$ cat src/rtl/result_stage.sv
`default_nettype none
// ============================================================================
// Module      : result_stage
// Description : Writeback result stage. Holds the ALU-out register, extracts
//               and extends load data from an aligned memory word, selects the
//               writeback source, and presents a one-entry valid/ready
//               writeback slot to the register file.
// Revision    : 1.0 - initial release
// ----------------------------------------------------------------------------
// Parameters  : XLEN  - datapath width (32 or 64 only)
//               RD_W  - destination-register index width
// Ports       : clk        - clock, all state updates on rising edge
//               reset      - synchronous active-high reset
//               alu_result - combinational ALU output
//               alu_en     - capture enable for the ALU-out register
//               mem_rdata  - raw aligned memory read word
//               load_fmt   - load format (RISC-V funct3 encoding)
//               byte_off   - low address bits of the load
//               pc_next    - PC+4 link value for JAL/JALR
//               imm        - immediate for LUI
//               result_sel - result source select
//               in_valid   - writeback request presented
//               in_rd      - destination register of the request
//               in_ready   - stage accepts a request this cycle
//               result     - combinational selected result
//               wb_valid   - writeback slot holds data
//               wb_rd      - destination register of the slot
//               wb_data    - data of the slot
//               wb_ready   - register file consumes the slot this cycle
// ============================================================================
module result_stage #(
    parameter  int XLEN  = 32,
    parameter  int RD_W  = 5,
    localparam int OFF_W = $clog2(XLEN / 8)
) (
    input  logic              clk,
    input  logic              reset,
    input  logic [XLEN-1:0]   alu_result,
    input  logic              alu_en,
    input  logic [XLEN-1:0]   mem_rdata,
    input  logic [2:0]        load_fmt,
    input  logic [OFF_W-1:0]  byte_off,
    input  logic [XLEN-1:0]   pc_next,
    input  logic [XLEN-1:0]   imm,
    input  logic [2:0]        result_sel,
    input  logic              in_valid,
    input  logic [RD_W-1:0]   in_rd,
    output logic              in_ready,
    output logic [XLEN-1:0]   result,
    output logic              wb_valid,
    output logic [RD_W-1:0]   wb_rd,
    output logic [XLEN-1:0]   wb_data,
    input  logic              wb_ready
);

    // Result source select encodings
    localparam logic [2:0] c_SEL_ALU_OUT = 3'd0;
    localparam logic [2:0] c_SEL_LOAD    = 3'd1;
    localparam logic [2:0] c_SEL_ALU_RES = 3'd2;
    localparam logic [2:0] c_SEL_LAST    = 3'd3;
    localparam logic [2:0] c_SEL_PC_NEXT = 3'd4;
    localparam logic [2:0] c_SEL_IMM     = 3'd5;

    logic [XLEN-1:0] r_alu_out;
    logic [XLEN-1:0] r_last_result;
    logic [XLEN-1:0] r_wb_data;
    logic [RD_W-1:0] r_wb_rd;
    logic            r_wb_valid;

    logic [OFF_W+2:0] w_shamt;
    logic [XLEN-1:0]  w_sh;
    logic [XLEN-1:0]  w_sext_word;   // sh[31:0] sign-extended to XLEN
    logic [XLEN-1:0]  w_zext_word;   // sh[31:0] zero-extended to XLEN
    logic [XLEN-1:0]  w_fmt_dword;   // value for the 011 (doubleword) format
    logic [XLEN-1:0]  w_load;
    logic             w_accept;

    // ------------------------------------------------------------------
    // Load extraction: right-shift by whole bytes, vacated bits zero.
    // Misaligned offsets are not trapped; the zero fill simply flows into
    // the extension (e.g. half-word at offset 3 sees bit 15 = 0).
    // ------------------------------------------------------------------
    assign w_shamt = {byte_off, 3'b000};
    assign w_sh    = mem_rdata >> w_shamt;

    // Word-sized extension only does anything on a 64-bit datapath; on a
    // 32-bit datapath the doubleword format falls back to the word load.
    generate
        if (XLEN == 64) begin : g_rv64
            assign w_sext_word = {{(XLEN-32){w_sh[31]}}, w_sh[31:0]};
            assign w_zext_word = {{(XLEN-32){1'b0}},     w_sh[31:0]};
            assign w_fmt_dword = w_sh;
        end else begin : g_rv32
            assign w_sext_word = w_sh;
            assign w_zext_word = w_sh;
            assign w_fmt_dword = w_sh;
        end
    endgenerate

    always_comb begin
        w_load = w_sext_word;
        case (load_fmt)
            3'b000:  w_load = {{(XLEN-8){w_sh[7]}},   w_sh[7:0]};
            3'b001:  w_load = {{(XLEN-16){w_sh[15]}}, w_sh[15:0]};
            3'b010:  w_load = w_sext_word;
            3'b011:  w_load = w_fmt_dword;
            3'b100:  w_load = {{(XLEN-8){1'b0}},  w_sh[7:0]};
            3'b101:  w_load = {{(XLEN-16){1'b0}}, w_sh[15:0]};
            3'b110:  w_load = w_zext_word;
            default: w_load = w_sext_word;
        endcase
    end

    // ------------------------------------------------------------------
    // Result select. Select 3 reads the registered copy of the previous
    // result, so there is no combinational loop through the mux.
    // ------------------------------------------------------------------
    always_comb begin
        result = '0;
        case (result_sel)
            c_SEL_ALU_OUT: result = r_alu_out;
            c_SEL_LOAD:    result = w_load;
            c_SEL_ALU_RES: result = alu_result;
            c_SEL_LAST:    result = r_last_result;
            c_SEL_PC_NEXT: result = pc_next;
            c_SEL_IMM:     result = imm;
            default:       result = '0;
        endcase
    end

    // ------------------------------------------------------------------
    // Writeback slot: one entry, refillable in the same cycle it drains.
    // ------------------------------------------------------------------
    assign in_ready = !r_wb_valid || wb_ready;
    assign w_accept = in_valid && in_ready;

    always_ff @(posedge clk) begin
        if (reset) begin
            r_alu_out     <= '0;
            r_last_result <= '0;
            r_wb_data     <= '0;
            r_wb_rd       <= '0;
            r_wb_valid    <= 1'b0;
        end else begin
            if (alu_en) begin
                r_alu_out <= alu_result;
            end
            if (result_sel != c_SEL_LAST) begin
                r_last_result <= result;
            end
            // Requests to x0 are accepted but never occupy the slot.
            if (w_accept && (in_rd != '0)) begin
                r_wb_data  <= result;
                r_wb_rd    <= in_rd;
                r_wb_valid <= 1'b1;
            end else if (r_wb_valid && wb_ready) begin
                r_wb_valid <= 1'b0;
            end
        end
    end

    assign wb_valid = r_wb_valid;
    assign wb_rd    = r_wb_rd;
    assign wb_data  = r_wb_data;

endmodule
`default_nettype wire

$ cat config.mk
export PLATFORM = sky130hd
export DESIGN_NAME = result_stage
export DESIGN_NICKNAME = d
export VERILOG_FILES = /design/src/rtl/result_stage.sv
export SDC_FILE = /design/constraint.sdc
export NUM_CORES = 1
export LEC_CHECK = 0
export CORE_ASPECT_RATIO = 1.1
export CORE_UTILIZATION = 45
export CTS_CLUSTER_SIZE = 10
export DETAILED_ROUTE_END_ITERATION = 10
export HOLD_SLACK_MARGIN = 0.15
export PLACE_DENSITY = 0.88
export SETUP_SLACK_MARGIN = 0.5
export SLEW_MARGIN = 30
export SYNTH_ARGS = -nofsm -noshare
export SYNTH_HDL_FRONTEND = slang
export SYNTH_SLANG_ARGS = --single-unit
export TNS_END_PERCENT = 10
$ cat constraint.sdc
create_clock -name clk -period 4 [get_ports clk]
set_input_delay 1.2 -clock clk [delete_from_list [all_inputs] [get_ports clk]]
set_output_delay 1.2 -clock clk [all_outputs]
set_load 0.03 [all_outputs]
==> impl_metrics.py, run 1 <==
metrics = {
    "outcome": {
        "outcome": "complete, no violations",
    },
    "worst_setup_path": {
        "reg2regPathDepth": 5,
        "required_ps": 2800,
        "r2r-end": "wb_data[28]",
        "r2r_start": "wb_valid",
        "critPathCaptureType": "output pin",
        "regToRegSetupSlack_ps": 2210,
        "cp-start-kind": "primary input",
        "crit_fanout": 8,
        "path_class": "primary input to output pin",
        "arrival_ps": 2740,
    },
    "pwr": {
        "combPwrFrac": 0.349,
        "power.total_mw": 3.077,
        "p_seq_frac": 0.365,
        "switchingPower_mw": 1.031,
        "clockPowerShare": 0.286,
        "swShare": 0.3353,
        "intPower_mw": 2.045,
        "p_leak_nw": 4.210,
        "p_per_area_mw_per_mm2": 310.6,
        "ir_drop_v": 0.0002056,
    },
    "global_routing": {
        "track_usage": 0.3802,
        "grt_max_degree": 66,
        "grt_pass1_vias": 6794,
        "antenna_found_initial": 0,
        "grt_overflow_total": 0,
        "grt_pass1_wl_microns": 37240,
    },
    "final_layout": {
        "areaGrowthSynthToFinish_pct": 72.30,
        "mostFrequentLayoutCell": "clkdlybuf4s50_1",
        "final_cells": 1095,
        "layout_common_cells": "clkdlybuf4s50_1, buf_4, dfxtp_1",
        "fin_nets": 1082,
        "drive_above_1_share": 0.3454,
        "antenna_cells": 0,
        "fin_util": 0.8090,
    },
    "routing": {
        "drc_errors": 0,
        "ant_nets": 0,
        "drt-pass1-iter-count": 5,
        "num_vias": 6779,
        "viasPerCell": 6.191,
        "first_iter_violations": 516,
        "wl_microns": 25470,
        "wl_per_cell_microns": 23.26,
    },
    "logic_synthesis": {
        "async_reset_ff_frac": 0,
        "synth_nets": 776,
        "synth-seq-cells": 102,
        "ys.flop_type": "dfxtp_1",
        "yosys_warnings": 0,
        "synth.distinct_cells": 49,
        "synth_cells": 630,
        "synth_edf_count": 0,
        "synth-seq-area-share": 0.3552,
        "syn_area_sq_mm": 0.005749,
        "avgSynthCellArea_sq_um": 9.126,
    },
    "timing": {
        "hold_viol_final": 0,
        "final.setup.tns_ps": 0,
        "rsz0062_at_grt": "true",
        "period_needed_ps": 3941,
        "skew_ps": 10.46,
        "finalSetupViolCount": 0,
        "max_freq_mhz": 253.8,
        "slew_violations": 0,
        "finalCritPeriodShare": 0.9852,
        "tightest_slew_ps": 755.9,
        "slew_headroom": 0.4939,
    },
    "clock_network": {
        "clk_latency_ps": 360,
        "clock_sinks": 102,
        "clk_pin_slew_ps": 80,
        "ctsLongestPathBuffers": 2,
        "htreeDepth": 3,
        "cts_tree": "built",
        "holdBufCountCts": 0,
        "cts_buffers": 9,
        "cts_root_buf": "clkbuf_16",
    },
    "die": {
        "coreArea_sq_mm": 0.01224,
        "boundaryPins": 217,
        "initial_core_util": 0.4695,
        "die_area_sq_mm": 0.01323,
        "rows": 42,
        "die_w_microns": 109.8,
        "die_height_microns": 120.6,
    },
    "hold_path": {
        "whs_path_depth": 2,
        "hold_class": "flop to flop",
        "hold_end": "wb_rd[1]",
        "hp-start": "wb_rd[1]",
    },
    "placed_design": {
        "hpwl_microns": 17890,
        "gp_routability_congestion": 0.9794,
        "portBuffers": 216,
        "dp.cells": 1059,
    },
    "run": {
        "maxCapViolCount": 0,
    },
}
==> metal layers <==
metal  vias up  GRT usage  part of all wire
li1       2950          -                 -
met1      3222     0.3964              0.34
met2       465     0.6663              0.49
met3       142    0.07763             0.085
met4         0     0.2767             0.080
met5         -          0                 0
==> worst max-delay path: stages <==
cell and delay [ps]:
buf_6 70, buf_8 120, mux4_2 560, a21o_4 300
a311oi_4 270, inv_2 70, buf_6 140
==> metrics by stage <==
stage	cell area (sq um)	hold WS (ps)	setup WS [ps]
2_1_floorplan	5853	452.3	293.3
3_3_place_gp	8828	444.8	-402.1
3_5_place_dp	8836	467.5	-462.3
4_1_cts	9717	478.2	67.76
5_1_grt	9906	503.2	4.940
6_report	9906	483.2	59.17
==> power by group through the flow <==
stage | registers (mW) | clock network [mW] | logic (mW)
floorplan | 1.20 | 0 | 0.415
global route | 1.13 | 0.918 | 1.12
CTS | 1.12 | 0.875 | 1.02
detailed placement | 1.14 | 0 | 0.960
finish | 1.12 | 0.880 | 1.07
global placement | 1.14 | 0 | 0.948
==> kinds of logic (layout without fill, tap and decap cells) <==
group / Yosys count / in the layout / synth area share
AND/OR/NAND/NOR: 180 / 180 / 0.1517
AO/OA/AOI/OAI: 155 / 155 / 0.2183
multiplexers: 107 / 107 / 0.2024
flip-flops: 102 / 102 / 0.3552
buffers and inverters: 86 / 397 / 0.07247
==> flip-flops by register name (all words and copies together), names as in the netlist <==
name           count
wb_rd              5
r_alu_out         32
wb_valid           1
wb_data           32
r_last_result     32
==> worst max-delay path by stage <==
| stage | startpoint | end | slack (ps) | cells past startpoint |
|---|---|---|---|---|
| 2_1_floorplan | byte_off[1] | result[11] | 290 | 5 |
| 3_3_place_gp | result_sel[2] | result[26] | -400 | 8 |
| 3_5_place_dp | byte_off[1] | result[14] | -460 | 7 |
| 4_1_cts | byte_off[1] | result[14] | 70 | 7 |
| 5_1_grt | mem_rdata[7] | result[14] | 5 | 6 |
| 6_report | byte_off[1] | result[14] | 60 | 7 |
==> Yosys cell counts, types with 3 or more instances <==
master     instances  area [sq um]
a2111oi_2          3         45.04
a2111oi_4          3         82.58
a211oi_1          17         127.6
a21o_1             3         22.52
a21oi_1           38         190.2
a221o_1            8         80.08
a221oi_1          12         105.1
a311oi_1          13         113.9
a311oi_2           6         90.09
a32oi_1            4         35.03
and2_1             6         37.54
buf_1              7         26.28
buf_2             18         90.09
buf_4              7         52.55
buf_6              6         67.56
clkbuf_1          23         86.33
dfxtp_1          102          2042
inv_1             25         93.84
mux2_2            14         157.7
mux2i_1           87         870.8
mux4_2             6         135.1
nand2_1           27         101.4
nand2b_1           7         43.79
nand3_1           22         110.1
nand3b_1           8         60.06
nor2_1            86         322.8
nor3_1             3         15.01
o211ai_1           9         67.56
o21ai_0           11         55.05
o2bb2ai_1          4         35.03
o32ai_1           12         105.1
or3b_2             9         78.83
==> area by class of cell <==
type | instances | area (sq um)
well taps | 154 | 192.7
clock inverters | 7 | 67.56
flip-flops and latches | 102 | 2042
clock buffers | 9 | 225.2
multi-input cells | 442 | 3812
repair buffers | 356 | 3468
inverters | 25 | 97.59
fillers | 741 | 2338
==> repair_timing <==
action                     in CTS  in global routing
buffers inserted               10                  4
pin swaps                      23                  9
setup endpoints to repair      33                 33
cloned                          4                  2
gates resized for setup       120                 35
Power figures use the tool's default switching activity.
==> run 2, diff against run 1 <==
--- a/config.mk
+++ b/config.mk
@@ -11,7 +11,6 @@
 export DETAILED_ROUTE_END_ITERATION = 10
 export HOLD_SLACK_MARGIN = 0.15
 export PLACE_DENSITY = 0.88
-export SETUP_SLACK_MARGIN = 0.5
 export SLEW_MARGIN = 30
 export SYNTH_ARGS = -nofsm -noshare
 export SYNTH_HDL_FRONTEND = slang
==> impl_metrics.py, run 2 (synthesis gave the netlist of run 1 again) <==
metrics = {
    "routing": {
        "wl_per_cell_microns": 24.76,
        "ant_nets": 0,
        "drc_errors": 0,
        "viasPerCell": 6.293,
        "first_iter_violations": 530,
        "wl_microns": 26990,
        "num_vias": 6859,
        "drt-pass1-iter-count": 6,
    },
    "timing": {
        "slew_headroom": 0.5222,
        "finalSetupViolCount": 9,
        "slew_violations": 0,
        "tightest_slew_ps": 713.5,
        "finalCritPeriodShare": 1.007,
        "fin_ws_ps": -29.66,
        "period_needed_ps": 4030,
        "skew_ps": 10.31,
        "final.setup.tns_ps": -136.0,
        "hold_viol_final": 0,
        "rsz0062_at_grt": "true",
        "max_freq_mhz": 248.2,
    },
    "hold_path": {
        "whs_path_depth": 2,
        "hp-start": "wb_rd[0]",
        "hold_class": "flop to flop",
    },
    "die": {
        "die_height_microns": 120.6,
        "die_area_sq_mm": 0.01323,
        "coreArea_sq_mm": 0.01224,
        "boundaryPins": 217,
        "rows": 42,
        "initial_core_util": 0.4695,
        "die_w_microns": 109.8,
    },
    "pwr": {
        "power.total_mw": 3.229,
        "p_per_area_mw_per_mm2": 324.3,
        "ir_drop_v": 0.0002271,
        "p_leak_nw": 4.221,
    },
    "worst_setup_path": {
        "path_depth": 8,
        "path_class": "primary input to output pin",
        "slowest_stage": "mux4_2",
        "arrival_ps": 2830,
        "worstSetupStartpoint": "byte_off[0]",
        "required_ps": 2800,
        "path_buf_inv": 5,
        "r2r_start": "wb_valid",
        "path_cells": "buf_4 > buf_12 > buf_12 > mux4_2 > and2_4 > a2111oi_4 > inv_1 > buf_4",
        "cp-start-kind": "primary input",
        "critical-path-top-delay-family": "buffers and inverters",
        "crit_fanout": 11,
        "critPathCaptureType": "output pin",
        "cp_slowest_stage_delay_ps": 510,
        "reg2regPathDepth": 5,
    },
    "outcome": {
        "violations": "negative setup slack",
        "outcome": "finished, violations left",
    },
    "global_routing": {
        "grt_max_degree": 49,
        "antenna_found_initial": 0,
        "grt_overflow_total": 0,
        "grt_pass1_wl_microns": 40170,
        "track_usage": 0.4153,
        "grt_pass1_vias": 7146,
    },
    "run": {
        "maxCapViolCount": 0,
    },
    "clock_network": {
        "ctsLongestPathBuffers": 2,
        "cts_root_buf": "clkbuf_16",
        "cts_tree": "built",
        "htreeDepth": 3,
        "clk_latency_ps": 370,
        "clk_pin_slew_ps": 70,
        "holdBufCountCts": 0,
        "cts_buffers": 9,
        "clock_sinks": 102,
    },
    "final_layout": {
        "seq_area_sq_mm": 0.002042,
        "mostFrequentLayoutCell": "clkdlybuf4s50_1",
        "fill_cells": 702,
        "areaGrowthSynthToFinish_pct": 73.21,
        "multi_input_area_sq_mm": 0.003890,
        "fin_util": 0.8133,
        "layout_common_cells": "clkdlybuf4s50_1, buf_4, dfxtp_1",
        "drive_above_1_share": 0.3241,
        "fin_nets": 1076,
    },
    "placed_design": {
        "hpwl_microns": 17490,
        "portBuffers": 216,
        "gp_routability_congestion": 0.9819,
    },
}
run 2: final timing paths:
kind / endpoint / slack (ps)
worst min-delay path: wb_rd[0] / 480
worst min register to register: wb_rd[0] / 480
worst max-delay path: result[2] / -30
worst max register to register: wb_rd[4] / 2070
run 2: routing by layer:
layer  track usage  share of wire  routed length [microns]  up-vias
li1              -              -                        -     2932
met4        0.3125          0.083                     2241        0
met1        0.4508           0.35                     9330     3230
met2        0.6828           0.47                    12730      527
met3        0.1116           0.10                     2689      170
met5             0              0                        0        -
run 2: power by group:
part	internal (mW)	switching, mW
combinational	0.523	0.569
sequential	1.09	0.0399
clock	0.574	0.436
total	2.18	1.04
run 2: timing repair:
item                                    CTS  global route
gates cloned                              6             0
setup buffers                            10             1
endpoints found under the setup margin   32            25
endpoints found under the hold margin     0             0
pin swaps                                23             8
resized for setup                       164            32
run 2: worst min-delay path: stages (launching register included):
cell and delay [ps]:
dfxtp_1 320, nand2_1 60, a21oi_1 60
run 2: layout make-up:
class,count,area share
clock buffers,11,0.02437
clock inverters,5,0.008921
inverters,25,0.009423
flip-flops and latches,102,0.2051
repair buffers,350,0.3420
diodes,1,0.0002513
well taps,154,0.01935
multi-input cells,442,0.3906
run 2: per-stage QoR:
step / std cells / setup slack (ps) / hold WS (ps) / area (sq um)
3_3_place_gp: 1058 / -741.0 / 444.1 / 8697
6_report: 1090 / -29.66 / 477.5 / 9958
2_1_floorplan: 630 / 185.1 / 452.3 / 5749
5_1_grt: 1089 / -148.5 / 486.0 / 9956
4_1_cts: 1088 / -26.08 / 455.4 / 9853
3_5_place_dp: 1058 / -756.1 / 445.3 / 8700
==> run 3, diff against run 2 <==
--- a/config.mk
+++ b/config.mk
@@ -6,6 +6,7 @@
 export NUM_CORES = 1
 export LEC_CHECK = 0
 export CORE_ASPECT_RATIO = 1.1
+export CORE_MARGIN = 2
 export CORE_UTILIZATION = 45
 export CTS_CLUSTER_SIZE = 10
 export DETAILED_ROUTE_END_ITERATION = 10
==> constraint.sdc (replaced) <==
create_clock -name clk -period 4 [get_ports clk]
set_input_delay 0.8 -clock clk [delete_from_list [all_inputs] [get_ports clk]]
set_output_delay 0.8 -clock clk [all_outputs]
set_load 0.03 [all_outputs]
==> impl_metrics.py, run 3 (synthesis gave the netlist of run 1 again) <==
metrics = {
    "global_routing": {
        "grt_pass1_vias": 5773,
        "antenna_found_initial": 1,
        "grt_max_degree": 53,
        "grt_overflow_total": 0,
        "track_usage": 0.2934,
        "grt_pass1_wl_microns": 31480,
    },
    "worst_setup_path": {
        "crit_fanout": 26,
        "regToRegSetupSlack_ps": 1920,
        "slowest_stage": "mux4_2",
        "cp_slowest_stage_delay_ps": 540,
        "worstSetupStartpoint": "byte_off[1]",
        "path_class": "primary input to output pin",
        "r2r_start": "wb_valid",
        "path_cells": "clkdlybuf4s50_1 > buf_4 > mux4_2 > and2_1 > a2111oi_4 > inv_1 > buf_4",
        "critPathCaptureType": "output pin",
        "arrival_ps": 3070,
        "required_ps": 3200,
        "cp_common_cell": "buf_4",
        "cp-start-kind": "primary input",
    },
    "hold_path": {
        "hp-start": "wb_rd[1]",
        "hold_class": "flop to flop",
    },
    "routing": {
        "wl_per_cell_microns": 20.46,
        "drt-pass1-iter-count": 7,
        "wl_microns": 20590,
        "drc_errors": 0,
        "viasPerCell": 5.906,
        "ant_nets": 0,
        "num_vias": 5941,
        "first_iter_violations": 448,
    },
    "clock_network": {
        "clock_sinks": 102,
        "cts_setup_buffers": 0,
        "cts_root_buf": "clkbuf_16",
        "cts_tree": "built",
        "clk_latency_ps": 350,
        "clk_pin_slew_ps": 70,
        "htreeDepth": 3,
        "ctsLongestPathBuffers": 2,
        "cts_buffers": 9,
        "holdBufCountCts": 0,
    },
    "pwr": {
        "ir_drop_v": 0.0002112,
        "p_per_area_mw_per_mm2": 334.0,
        "power.total_mw": 2.844,
        "p_leak_nw": 3.528,
    },
    "timing": {
        "slew_headroom": 0.4502,
        "finalSetupViolCount": 0,
        "slew_violations": 0,
        "tightest_slew_ps": 823.0,
        "holdWs_ps": 470.5,
        "rsz0062_at_grt": "false",
        "final.setup.tns_ps": 0,
        "hold_viol_final": 0,
        "skew_ps": 6.660,
        "max_freq_mhz": 258.4,
        "period_needed_ps": 3870,
        "finalCritPeriodShare": 0.9675,
        "fin_ws_ps": 130.2,
    },
    "final_layout": {
        "design_area_sq_mm": 0.008514,
        "fill_cells": 987,
        "areaGrowthSynthToFinish_pct": 48.10,
        "fin_nets": 989,
        "layout_common_cells": "clkdlybuf4s50_1, dfxtp_1, mux2i_1",
        "mostFrequentLayoutCell": "clkdlybuf4s50_1",
        "drive_above_1_share": 0.1700,
        "fin_util": 0.6792,
        "final_cells": 1006,
    },
    "die": {
        "die_height_microns": 122.6,
        "die_area_sq_mm": 0.01370,
        "boundaryPins": 217,
        "coreArea_sq_mm": 0.01254,
        "die_w_microns": 111.8,
        "initial_core_util": 0.4586,
        "rows": 43,
    },
    "placed_design": {
        "post-place-ws_ps": -24.66,
        "gp_routability_congestion": 0.9491,
        "hpwl_microns": 15680,
        "postPlaceCellArea_sq_mm": 0.008223,
        "portBuffers": 216,
        "dp.cells": 989,
    },
    "run": {
        "maxCapViolCount": 0,
    },
    "outcome": {
        "outcome": "complete, no violations",
    },
}
-- run 3: report_power, final --
| group | switching (mW) | total, mW | internal [mW] |
|---|---|---|---|
| logic | 0.461 | 0.884 | 0.423 |
| registers | 0.0317 | 1.12 | 1.09 |
| clock network | 0.411 | 0.841 | 0.430 |
-- run 3: worst max-delay path, delay by kind of cell --
kind                   cells  cell delay [ps]
buffers and inverters      4             1080
multiplexers               1              540
AO/OA/AOI/OAI              1              450
AND/OR/NAND/NOR            1              200
-- run 3: final cells by class --
| class | count | area (sq um) | share of cell area |
|---|---|---|---|
| sequential | 102 | 2042 | 0.2398 |
| tap | 157 | 196.4 | 0.02307 |
| clock buffer | 9 | 225.2 | 0.02645 |
| antenna | 2 | 5.005 | 0.0005878 |
| clock inverter | 6 | 55.05 | 0.006466 |
| multi-input combinational | 442 | 3308 | 0.3885 |
| inverter | 25 | 93.84 | 0.01102 |
| timing repair buffer | 263 | 2589 | 0.3040 |
-- run 3: path summary, 6_finish.rpt --
path	to	cells after the start
hold / removal	wb_rd[1]	2
hold reg to reg	wb_rd[1]	2
setup / recovery	result[5]	7
setup reg to reg	wb_data[26]	5
-- run 3: repair_timing --
| item | CTS | global route |
|---|---|---|
| cloned | 0 | 0 |
| gates resized for setup | 1 | 2 |
| setup endpoints to repair | 1 | 2 |
| hold endpoints to repair | 0 | 0 |
-- run 3: routing by layer --
layer  vias up  wire, microns  track usage
met5         -              0            0
met4         0            761       0.1211
met3        52           1826      0.05432
met2       319          10350       0.5254
met1      2815           7649       0.3472
li1       2755              -            -
